[config.mk]
export PLATFORM = sky130hd
export DESIGN_NAME = r_peak_detect
export DESIGN_NICKNAME = d
export VERILOG_FILES = /design/src/rtl/r_peak_pkg.sv /design/src/rtl/r_peak_detect_level_avg.sv /design/src/rtl/r_peak_detect.sv
export SDC_FILE = /design/constraint.sdc
export NUM_CORES = 1
export LEC_CHECK = 0
export ABC_AREA = 1
export CAP_MARGIN = 20
export CORE_MARGIN = 1.5
export CORE_UTILIZATION = 35
export CTS_CLUSTER_DIAMETER = 100
export DETAILED_ROUTE_END_ITERATION = 12
export GPL_TIMING_DRIVEN = 0
export HOLD_SLACK_MARGIN = 0.05
export PLACE_DENSITY = 0.5
export SETUP_SLACK_MARGIN = 0.02
export SLEW_MARGIN = 20
export SYNTH_ARGS = -nofsm -noshare
export SYNTH_HDL_FRONTEND = slang
export SYNTH_SLANG_ARGS = --single-unit
[constraint.sdc]
create_clock -name clk -period 7.5 [get_ports clk]
set_input_delay 0.75 -clock clk [delete_from_list [all_inputs] [get_ports clk]]
set_output_delay 0.75 -clock clk [all_outputs]
set_load 0.005 [all_outputs]
[src/rtl/r_peak_pkg.sv]
// Shared types and constants for the adaptive-threshold R-peak detector.
package r_peak_pkg;

  typedef enum logic [1:0] {
    ST_LEARN   = 2'd0,
    ST_SEARCH  = 2'd1,
    ST_REFRACT = 2'd2
  } state_e;

  // Threshold sits a quarter of the way from the noise level up to the signal level.
  localparam int THR_SHIFT = 2;
  // Running levels move 1/8 of the way toward each new candidate.
  localparam int AVG_SHIFT = 3;

endpackage

[src/rtl/r_peak_detect_level_avg.sv]
// Exponential level updater: level - level/8 + cand/8, shared by the SPK and NPK paths.
module level_avg
  import r_peak_pkg::*;
#(
  parameter int DATA_W = 16
) (
  input  logic [DATA_W-1:0] level_i,
  input  logic [DATA_W-1:0] cand_i,
  output logic [DATA_W-1:0] level_o
);

  assign level_o = level_i - (level_i >> AVG_SHIFT) + (cand_i >> AVG_SHIFT);

endmodule

[src/rtl/r_peak_detect.sv]
// Adaptive-threshold R-peak detector feeding the qrs R-R interval stage.
// Optional macro THR_DECAY_EN halves SPK after DECAY_N peak-free valid samples in SEARCH.
module r_peak_detect
  import r_peak_pkg::*;
#(
  parameter int DATA_W  = 16,
  parameter int LEARN_N = 8,
  parameter int REFRACT = 72,
  parameter int DECAY_N = 720
) (
  input  logic              clk,
  input  logic              rst,
  input  logic              sample_valid,
  input  logic [DATA_W-1:0] sample,
  output logic              slope_,
  output logic              r_peak,
  output logic [DATA_W-1:0] peak_val,
  output logic [DATA_W-1:0] thr_out
);

  localparam int LEARN_W = $clog2(LEARN_N + 1);
  localparam int REFR_W  = $clog2(REFRACT + 1);

  state_e              state_q;
  logic [DATA_W-1:0]   prev_q, spk_q, npk_q, learn_max_q, peak_val_q, thr_q;
  logic [DATA_W-1:0]   spk_d, npk_d, thr_d, thr_cur, learn_max_nx;
  logic [DATA_W-1:0]   spk_avg, npk_avg;
  logic [LEARN_W-1:0]  learn_cnt_q;
  logic [REFR_W-1:0]   refr_cnt_q;
  logic                slope_q, rising_q, r_peak_q;
  logic                cand_v, accept, noise, learn_done;

  function automatic logic [DATA_W-1:0] thr_of(input logic [DATA_W-1:0] s,
                                                input logic [DATA_W-1:0] n);
    return (s > n) ? n + ((s - n) >> THR_SHIFT) : n;
  endfunction

  level_avg #(.DATA_W(DATA_W)) u_spk_avg (.level_i(spk_q), .cand_i(prev_q), .level_o(spk_avg));
  level_avg #(.DATA_W(DATA_W)) u_npk_avg (.level_i(npk_q), .cand_i(prev_q), .level_o(npk_avg));

  // A local maximum is declared on the first non-rising sample; the candidate is the previous one.
  assign thr_cur      = thr_of(spk_q, npk_q);
  assign cand_v       = sample_valid && rising_q && (sample <= prev_q);
  assign accept       = cand_v && (state_q == ST_SEARCH) && (prev_q > thr_cur);
  assign noise        = cand_v && (state_q == ST_SEARCH) && !(prev_q > thr_cur);
  assign learn_done   = sample_valid && (state_q == ST_LEARN) &&
                        (learn_cnt_q == LEARN_W'(LEARN_N - 1));
  assign learn_max_nx = (sample > learn_max_q) ? sample : learn_max_q;

`ifdef THR_DECAY_EN
  localparam int DECAY_W = $clog2(DECAY_N + 1);
  logic [DECAY_W-1:0] decay_cnt_q;
  logic               decay_hit;

  assign decay_hit = sample_valid && (state_q == ST_SEARCH) && !accept &&
                     (decay_cnt_q == DECAY_W'(DECAY_N - 1));

  always_ff @(posedge clk or negedge rst) begin
    if (!rst) begin
      decay_cnt_q <= '0;
    end else if (sample_valid && (state_q == ST_SEARCH)) begin
      decay_cnt_q <= (accept || decay_hit) ? '0 : decay_cnt_q + DECAY_W'(1);
    end
  end
`endif

  // NOTE: every variable assigned in always_comb gets a default first, so no latch is inferred.
  always_comb begin
    spk_d = spk_q;
    npk_d = npk_q;
    if (learn_done) begin
      spk_d = learn_max_nx;
      npk_d = '0;
    end else if (accept) begin
      spk_d = spk_avg;
    end else if (noise) begin
      npk_d = npk_avg;
    end
`ifdef THR_DECAY_EN
    if (decay_hit) spk_d = spk_q >> 1;
`endif
    thr_d = thr_of(spk_d, npk_d);
  end

  // NOTE: sequential state uses non-blocking assignments so all registers update from pre-edge values.
  always_ff @(posedge clk or negedge rst) begin
    if (!rst) begin
      state_q     <= ST_LEARN;
      prev_q      <= '0;
      spk_q       <= '0;
      npk_q       <= '0;
      learn_max_q <= '0;
      peak_val_q  <= '0;
      thr_q       <= '0;
      learn_cnt_q <= '0;
      refr_cnt_q  <= '0;
      slope_q     <= 1'b0;
      rising_q    <= 1'b0;
      r_peak_q    <= 1'b0;
    end else begin
      r_peak_q <= 1'b0;
      if (sample_valid) begin
        prev_q   <= sample;
        slope_q  <= (sample > prev_q);
        rising_q <= (sample > prev_q);
        spk_q    <= spk_d;
        npk_q    <= npk_d;
        thr_q    <= thr_d;
        case (state_q)
          ST_LEARN: begin
            learn_max_q <= learn_max_nx;
            if (learn_done) begin
              learn_cnt_q <= '0;
              state_q     <= ST_SEARCH;
            end else begin
              learn_cnt_q <= learn_cnt_q + LEARN_W'(1);
            end
          end
          ST_SEARCH: begin
            if (accept) begin
              r_peak_q   <= 1'b1;
              peak_val_q <= prev_q;
              refr_cnt_q <= REFR_W'(REFRACT);
              state_q    <= ST_REFRACT;
            end
          end
          ST_REFRACT: begin
            // Candidates here are ignored, including on the sample that empties the counter.
            refr_cnt_q <= refr_cnt_q - REFR_W'(1);
            if (refr_cnt_q == REFR_W'(1)) state_q <= ST_SEARCH;
          end
          default: state_q <= ST_LEARN;
        endcase
      end
    end
  end

  assign slope_   = slope_q;
  assign r_peak   = r_peak_q;
  assign peak_val = peak_val_q;
  assign thr_out  = thr_q;

endmodule
* After elaboration in Yosys (flattened, before gate mapping)
Cells that the tools add are included. W data, S select, Z words.
Word-level totals: flip-flop bits (word level) 111, input bits 19, output and inout port bits 34, word-level logic and storage cells 66
Cells by class: add/sub/neg operators 10, order comparisons 6, eq/ne operators 7, muxes and demuxes 18, reductions and logical operators 14
Operator list (count):
- $mux W16 | 8
- $gt A16 B16 Y1 | 5
- $add A16 B13 Y16 | 2
- $add A16 B14 Y16 | 2
- $sub A16 B13 Y16 | 2
- $sub A16 B16 Y16 | 2
- $le A16 B16 Y1 | 1
- $pmux W7 S2 | 1
- $eq A7 B1 Y1 const B | 1
- $logic_and A1 B1 Y1 | 7
- $mux W7 | 1
- $sub A7 B1 Y7 const B | 1
- $mux W2 | 3
- $ne A2 B2 Y1 const B | 3
- $pmux W2 S3 | 1
- $reduce_and A3 Y1 | 2
- $add A4 B1 Y4 const B | 1
- $eq A4 B3 Y1 const B | 1
- $mux W4 | 1
- $reduce_and A4 Y1 | 1
- $mux W1 | 3
- $eq A2 B1 Y1 const B | 1
- $eq A2 B2 Y1 const B | 1
- $logic_not A2 Y1 | 1
- 3 further kinds | 3

* Longest topological paths before layout
Gate-level depths: netlist (run 1).
depth in word-level cells 12, gate-level depth with buffers 59, depth with buffers taken out 58

* By module
A second synthesis (run 1) with hierarchy kept.
Second synthesis, totals: cells, all modules 1681, area, all modules 11913.9 µm²
Modules (own cells, without submodules):
- r_peak_detect | times used 1, cells an instance 1193, area an instance 9188.8 µm², seq. area each 2777.7 µm²
- level_avg at u_spk_avg | times used 1, cells an instance 244, area an instance 1365.1 µm², seq. area each 0.0 µm²
- level_avg at u_npk_avg | times used 1, cells an instance 244, area an instance 1360.1 µm², seq. area each 0.0 µm²

* Least setup slack after synthesis (run 1)
Ideal clock, no wire load.
path kind reg-to-reg, start register npk_q[1], end register thr_q[14] (netlist: thr_out[14]), library setup time 0.131 ns, arrival 7.305 ns, required time 7.369 ns, setup slack 0.064 ns, cell stages (with the launch flop) 58, path buffers 1, period minus slack after synthesis 7.436 ns, cells stage by stage dfrtp_1 > inv_1 > ha_1 > inv_1 > nor2_1 > nor2_1 > o21ai_1 > inv_1 > o21bai_1 > nand2_1 > nand2_1 > nand2_1 > nand2_1 > xnor2_1 > inv_1 > ha_1 > inv_1 > o21bai_1 > [22 not listed] > o21ai_1 > nand2_1 > o211ai_2 > nand3_1 > nand2_1 > a21o_1 > nand3_1 > nand2_1 > xor2_1 > ha_1 > a21oi_1 > a21boi_0 > nand3_1 > a21oi_1 > nor2_1 > o21ai_0 > xnor2_1 > o21ai_1
Between the ends: elaborated cells on any way between the ends 19, those cells by class 6 x add/sub; 3 x order compare; 7 x mux; 3 x reduce/logical
RTL lines:
- from (decl) | line r_peak_detect.sv:25 | logic [DATA_W-1:0] prev_q, spk_q, npk_q, learn_max_q, peak_val_q, thr_q;
- from (signal assigned) | line r_peak_detect.sv:107 | npk_q <= npk_d;
- $sub A16 B16 Y16 | line r_peak_detect.sv:35 | return (s > n) ? n + ((s - n) >> THR_SHIFT) : n;
- $add A16 B14 Y16 | line r_peak_detect.sv:35
- $mux W16 * | line r_peak_detect.sv:35
- $gt A16 B16 Y1 * | line r_peak_detect.sv:44 | assign accept = cand_v && (state_q == ST_SEARCH) && (prev_q > thr_cur);
- $logic_and A1 B1 Y1 * | line r_peak_detect.sv:44
- $mux W16 * | line r_peak_detect.sv:74 | end else if (accept) begin
- $mux W16 * | line r_peak_detect.sv:71 | if (learn_done) begin
- net spk_d[1] | line r_peak_detect.sv:26 | logic [DATA_W-1:0] spk_d, npk_d, thr_d, thr_cur, learn_max_nx;
- $sub A16 B16 Y16 | line r_peak_detect.sv:35
- $add A16 B14 Y16 | line r_peak_detect.sv:35
- $mux W16 * | line r_peak_detect.sv:35
- to (signal assigned) | line r_peak_detect.sv:108 | thr_q <= thr_d;
- to (decl) | line r_peak_detect.sv:25
Mark *: on every way through the listed nets, which the timed path passes. The rest lies on a longest branch. A chain may end at the register's enable or synchronous reset.

* Worst setup path after layout (run 1)
start register spk_q[6], end register thr_q[14] (netlist: thr_out[14])
Between the ends: elaborated cells on any way between the ends 19, those cells by class 6 x add/sub; 3 x order compare; 7 x mux; 3 x reduce/logical
RTL lines:
- from (decl) | line r_peak_detect.sv:25
- from (signal assigned) | line r_peak_detect.sv:106 | spk_q <= spk_d;
- $sub A16 B16 Y16 | line r_peak_detect.sv:35
- $add A16 B14 Y16 | line r_peak_detect.sv:35
- $mux W16 | line r_peak_detect.sv:35
- $gt A16 B16 Y1 | line r_peak_detect.sv:44
- $logic_and A1 B1 Y1 | line r_peak_detect.sv:44
- $mux W16 * | line r_peak_detect.sv:74
- $mux W16 * | line r_peak_detect.sv:71
- net spk_d[3] | line r_peak_detect.sv:26
- $sub A16 B16 Y16 | line r_peak_detect.sv:35
- $add A16 B14 Y16 | line r_peak_detect.sv:35
- $mux W16 * | line r_peak_detect.sv:35
Marks and branches as above.

==> results of run 1 <==
==> cells in the final DEF (no fill, tap or decap), types with 11 or more instances in the layout <==
cell             synthesis  layout
inv_2                    5      17
a21oi_1                124     101
a21oi_2                  1      20
dfrtp_1                111     105
o21ai_2                  3      13
nor2_1                  69      62
xnor2_1                 28      23
clkdlybuf4s50_1          0      51
nand3_2                 13      11
nand2_2                  5      23
inv_1                  262     248
ha_4                     0      19
fa_1                    28      26
nand2_1                361     341
buf_4                    3      60
o21ai_1                  8      16
clkbuf_1                15      16
o21ai_0                145     122
xor2_1                  49      47
ha_1                   146     125
nand3_1                 60      55
==> metrics by stage <==
step	setup TNS, ns	cells	area (um^2)	util (%)	setup slack, ns
floorplan	0	1546	11200	-	0.0639
global placement	-19.51	2000	12200	38.8	-1.86
detailed placement	-20.14	2001	12300	38.9	-1.87
CTS	-1.37	2066	13400	42.4	-0.338
global route	-5.73	2082	13800	43.9	-0.643
finish	-0.614	2082	13800	43.9	-0.183
==> worst max-delay path by stage <==
stage                              to  depth (start not counted)
after CTS                 thr_out[14]                         52
after detailed placement  thr_out[14]                         57
final                     thr_out[14]                         51
after floorplan           thr_out[14]                         57
after global routing      thr_out[15]                         57
after global placement    thr_out[14]                         57
==> state kept, by name, summed over array words and instances, names as in the netlist <==
signal	count
learn_cnt_q	4
rising_q	1
spk_q	16
npk_q	16
thr_out	16
prev_q	16
r_peak	1
peak_val	16
state_q	2
learn_max_q	16
refr_cnt_q	7
==> per-layer routing <==
metal	up-vias	track usage [%]	wire length [um]
met5	-	0	0
met4	0	6.58	828
met3	42	3.53	1820
met2	239	37.0	17100
met1	5031	32.0	17900
li1	5289	-	-
==> layout make-up <==
type | count | area (um^2)
buffer | 33 | 205
clock buffer | 10 | 229
clock inverter | 6 | 55.1
fill | 3282 | 17700
inverter | 267 | 1010
multi-input combinational | 1135 | 8000
sequential | 111 | 2790
tap | 402 | 503
timing repair buffer | 118 | 1060
==> worst reg2reg max path, delay by kind of cell, from the launching register on <==
kind	cells	cell delay, ns
XOR/XNOR	4	0.72
AO/OA/AOI/OAI	14	1.88
flip-flops	1	0.54
AND/OR/NAND/NOR	20	1.94
buffers and inverters	8	0.92
adder cells (fa/ha/maj)	5	1.56
==> cell families after synthesis <==
kind of cell,after synthesis
AND/OR/NAND/NOR,547
flip-flops,111
adder cells (fa/ha/maj),174
XOR/XNOR,77
buffers and inverters,300
AO/OA/AOI/OAI,337
==> what timing repair did <==
| item | 4_1_cts | 5_1_grt |
|---|---|---|
| hold buffers | 0 | 0 |
| cloned | 0 | 0 |
| pin swaps | 78 | 86 |
| endpoints found under the setup margin | 16 | 16 |
| gates resized for setup | 116 | 79 |
| setup buffers | 49 | 18 |
==> impl_results.md, run 1 <==
* Via-to-Cell Ratio at 5.09
* Top cells by count, synth: nand2_1 (361), inv_1 (262), ha_1 (146)
* Synth cell types at 47
* Outcome: finished with violations
* RSZ-0062 raised after global routing: yes
* Die Width at 182 um
* Reg2Reg Depth at 51
* Mapped Avg Cell Area at 7.25 um^2
* Multiplexer share of the synthesized area at 0%
* Final net count at approximately 1,900
* Total vias in the final route at 10,601
* DR pass1 iterations at 5
* CP Launch Point: spk_q[6]
* Max_cap viols at 0
* Post-synthesis sequential area ratio at between 20% and 30%
* CP delay by family, top: simple AND/OR/NAND/NOR gates
* Largest family of logic cells by synthesized area: adder cells
* CTS Buf Count at 9
* Largest cells by area after synthesis: dfrtp_1 (25%), ha_1 (16%), nand2_1 (12%)
* Cell taking the most area after synthesis: dfrtp_1
* EDFF count, synth at 0
* Maximum clock path buffer count at 2
* Required time of the worst setup path at approximately 7.7 ns
* GPL Wtd Cong at 0.890
* Post-route antenna net violation count at 0
* Layout cells sized above 1 at roughly 16%
* Synth top area share at 24.8%
* Grt ovf at 0
* Worst Setup Start Kind: flop
* Max frequency at 0.130 GHz
* Synth Area in XOR/XNOR at 6.01%
* Post-Syn Area at between 10,000 and 15,000 um^2
* Worst reg2reg path startpoint: spk_q[6]
* Skew final at ~0.013 ns
* First-pass GRT wire length at 58.0 mm
* Crit path max fanout at 6
* Slew @ Worst Pin at 0.830 ns
* HPWL Detailed at 29.7 mm
* Clk slew on worst S/H paths at 0.09 ns
* Initial antenna violation count at 1
* Violated checks: negative setup slack
* Worst path most repeated cell: nand2_2
* Skew-Pair Late Insertion Delay at 0.38 ns
* Hold Crit Class: in -> async
* DRT iter0 DRCs at 653
* Crit-path max cell delay at roughly 0.54 ns
* Port buffer count at 52
* Setup violators final at 6
* Critical path capture point type: flop
* Clk sink count at 111
* Area Overhead vs Synth at 23.4%
* Minimum clock period at 7.68 ns
* Worst rel slew slack at 44.1%
* Hold_ws at 0.321 ns
* Vert. Die Dim at roughly 180 um
* R2r endpoint: thr_out[14]
* Synth Register Bits at 111
* CTS tree: done
* Fin. Hold Viols at 0
* Crit path DAT at between 7 and 8 ns
* Die area at 33,100 um^2
* Syn nets at about 1,700
* Yosys Warn Count at 0
* Total track usage at 23.0%
* Post-synthesis compound-gate area fraction at 16.7%
* Post-synth top flop: dfrtp_1
* Period utilisation layout at 102%
* CP max-delay cell: dfrtp_1
* Largest net degree at the start of global routing at 61
* Core area at 31,600 um^2
* Initial Util at 35.5%
* PnR worst setup slack at -0.183 ns
* Routed WL per cell at 18.1 um
* Final Slew Violations at 0
* H-tree Lvls at 3
* Routed wire length at ~38 mm
* Simple-Gate Fraction of Synth Area at 20.8%
* Inserted Diodes at 0
* Async SR Flop Fraction at 100%
* Most frequent cell after synthesis: nand2_1
* Flop2flop setup slack at -0.18 ns
* # rows at 65
* Post-route DRC at 0
* Clock Tree Root: clkbuf_16
* WS Path Type: reg -> reg
* Post-synthesis adder-cell area fraction at 21.3%
* # IOs at 53
* WP buf/inv at 8
* Vias in the first global route at roughly 10,000
* Post-Syn Instances at between 1,500 and 2,000
Power of run 1 is left out: the tool's default activity adds up to more than one toggle a clock period on the data nets, which glitch-free logic cannot reach.
==> run 2: changes to the inputs <==
--- a/config.mk
+++ b/config.mk
@@ -7,15 +7,16 @@
 export LEC_CHECK = 0
 export ABC_AREA = 1
 export CAP_MARGIN = 20
+export CORE_ASPECT_RATIO = 1.2
 export CORE_MARGIN = 1.5
 export CORE_UTILIZATION = 35
 export CTS_CLUSTER_DIAMETER = 100
 export DETAILED_ROUTE_END_ITERATION = 12
 export GPL_TIMING_DRIVEN = 0
 export HOLD_SLACK_MARGIN = 0.05
+export MAX_ROUTING_LAYER = met4
 export PLACE_DENSITY = 0.5
 export SETUP_SLACK_MARGIN = 0.02
-export SLEW_MARGIN = 20
 export SYNTH_ARGS = -nofsm -noshare
 export SYNTH_HDL_FRONTEND = slang
 export SYNTH_SLANG_ARGS = --single-unit
==> run 2 against run 1 <==
Die area about the same. Hold slack got worse by 0.0028 ns. The flow still finishes with violations (negative setup slack). Final cell count grew 2.0%. First-iteration DRC count fell by 13%. Cell area up 4.3%. Global-route usage increased by 1.8 points. Non-clock buffer count grew 43. Setup slack got worse by 0.061 ns. Critical path type unchanged. Sequential share of layout area fell by 0.84 points. Critical path depth unchanged. Via count up 1.9%. Routed wire length up 4.3%.
==> impl_results.md, run 2 (synthesized netlist as in run 1, its figures left out) <==
* Outcome: finished with violations
* Violated checks: negative setup slack
* Area Overhead vs Synth at 28.8%
* Max frequency at 0.129 GHz (-0.79%)
* Slew @ Worst Pin at 0.861 ns (+0.0302 ns)
* CP Launch Point: spk_q[1]
* Initial antenna violation count at 0 (-1)
* Routed WL per cell at 18.5 um (+2.2%)
* Grt ovf at 0 (unchanged)
* Hold Crit Class: in -> async
* # rows at 71 (+9.2%)
* Port buffer count at 52 (unchanged)
* CTS Buf Count at 9 (unchanged)
* Skew final at 0.00976 ns (-0.00319 ns)
* Total track usage at 24.9% (+1.8 points)
* Worst rel slew slack at 42.0% (-2.0 points)
* Die area at 33,100 um^2 (about the same)
* CTS tree: done
* # IOs at 53 (unchanged)
* PnR worst setup slack at -0.244 ns (-0.0609 ns)
* Die Width at 166 um (-8.6%)
* Crit path max fanout at 7 (+1)
* Clk sink count at 111 (unchanged)
* CP max-delay cell: dfrtp_1
* Via-to-Cell Ratio at 5.09 (-0.12%)
* Clk slew on worst S/H paths at 0.09 ns (about the same)
* Clock Tree Root: clkbuf_16
* Post-route antenna net violation count at 0 (unchanged)
* DRT iter0 DRCs at 569 (-13%)
* Post-route DRC at 0 (unchanged)
* Routed wire length at 39.2 mm (+4.3%)
* Final Slew Violations at 0 (unchanged)
* Core Util, Final at 45.9% (+2.0 points)
* Initial Util at 35.7% (+0.12 points)
* Core area at 31,400 um^2 (-0.34%)
* Final net count at 1,911 (+2.3%)
* Skew-Pair Late Insertion Delay at 0.38 ns (about the same)
* First-pass GRT wire length at 60.7 mm (+4.8%)
* Most frequent cells in the layout: nand2_1 (333), inv_1 (248), o21ai_0 (119)
* Crit-path max cell delay at 0.44 ns (-0.10 ns)
* Largest net degree at the start of global routing at 60 (-1.6%)
* Crit path DAT at 7.99 ns (+0.06 ns)
* Required time of the worst setup path at 7.74 ns (about the same)
* Minimum clock period at 7.74 ns (+0.0609 ns)
* WS Path Type: reg -> reg
* H-tree Lvls at 3 (unchanged)
* Critical path capture point type: flop
* DR pass1 iterations at 5 (unchanged)
* GPL Wtd Cong at 0.925 (+4.0%)
* Inserted Diodes at 0 (unchanged)
* Layout cells sized above 1 at 19.3% (+3.4 points)
* Vias in the first global route at 11,048 (+7.6%)
* Fin. Hold Viols at 0 (unchanged)
* Maximum clock path buffer count at 2 (unchanged)
* Commonest non-fill, non-tap cell in the layout: nand2_1
* HPWL Detailed at 30.2 mm (+1.8%)
* Vert. Die Dim at 199 um (+9.4%)
* Worst reg2reg path startpoint: spk_q[1]
* Hold Buf Count CTS at 0 (unchanged)
* Total vias in the final route at 10,802 (+1.9%)
* RSZ-0062 raised after global routing: yes
* Period utilisation layout at 103% (+0.81 points)
* Worst Setup Start Kind: flop
* Max_cap viols at 0 (unchanged)
* Setup violators final at 8 (+2)
[run 2: final cells by class]
cell class / count / area (um^2)
clock buffers: 10 / 239
clock inverters: 6 / 72.6
plain buffers: 33 / 239
inverters: 267 / 1010
fillers: 3254 / 17000
multi-input cells: 1135 / 8160
well taps: 401 / 502
flip-flops and latches: 111 / 2780
repair buffers: 161 / 1430
[run 2: repair_timing]
action,in CTS,in global routing
resized for setup,142,105
setup endpoints to repair,16,17
pin swaps,74,88
setup buffers,91,22
endpoints found under the hold margin,0,0
gates cloned,1,0
[run 2: final timing paths]
| check | cells after the start | slack (ns) | endpoint |
|---|---|---|---|
| worst max-delay path | 51 | -0.24 | thr_out[14] |
| min in group clk | 2 | 0.48 | thr_out[1] |
| worst min register to register | 2 | 0.48 | thr_out[1] |
| max in group asynchronous | 2 | 6.46 | npk_q[7] |
| worst min-delay path | 1 | 0.32 | learn_max_q[2] |
| worst max register to register | 51 | -0.24 | thr_out[14] |
[run 2: worst max-delay path: cells and delay by family (launching register included)]
family                   cells  cell delay [ns]
XOR/XNOR                     4             0.66
buffers and inverters        7             0.62
AO/OA/AOI/OAI               15             2.09
flip-flops                   1             0.44
adder cells (fa/ha/maj)      5             1.63
AND/OR/NAND/NOR             20             2.14
[run 2: per-stage QoR]
stage	instance area (um^2)	hold WS [ns]	TNS [ns]	instances	setup slack, ns
2_1_floorplan	11200	0.453	0	1546	0.0639
5_1_grt	14400	0.367	-5.82	2124	-0.628
6_report	14400	0.319	-0.901	2124	-0.244
4_1_cts	13800	0.337	-1.05	2106	-0.317
3_5_place_dp	12300	0.468	-19.91	2000	-1.98
3_3_place_gp	12200	0.464	-18.78	1999	-1.92
[run 2: layer usage]
metal	global-route usage (%)	routed length (um)	part of all wire, %	up-vias
li1	-	-	-	5371
met1	28.7	16600	42	5161
met2	44.7	19900	51	202
met3	2.20	1190	3.0	68
met4	10.3	1560	4.0	0
met5	-	0	0	-
Power of run 2 is left out for the same reason.
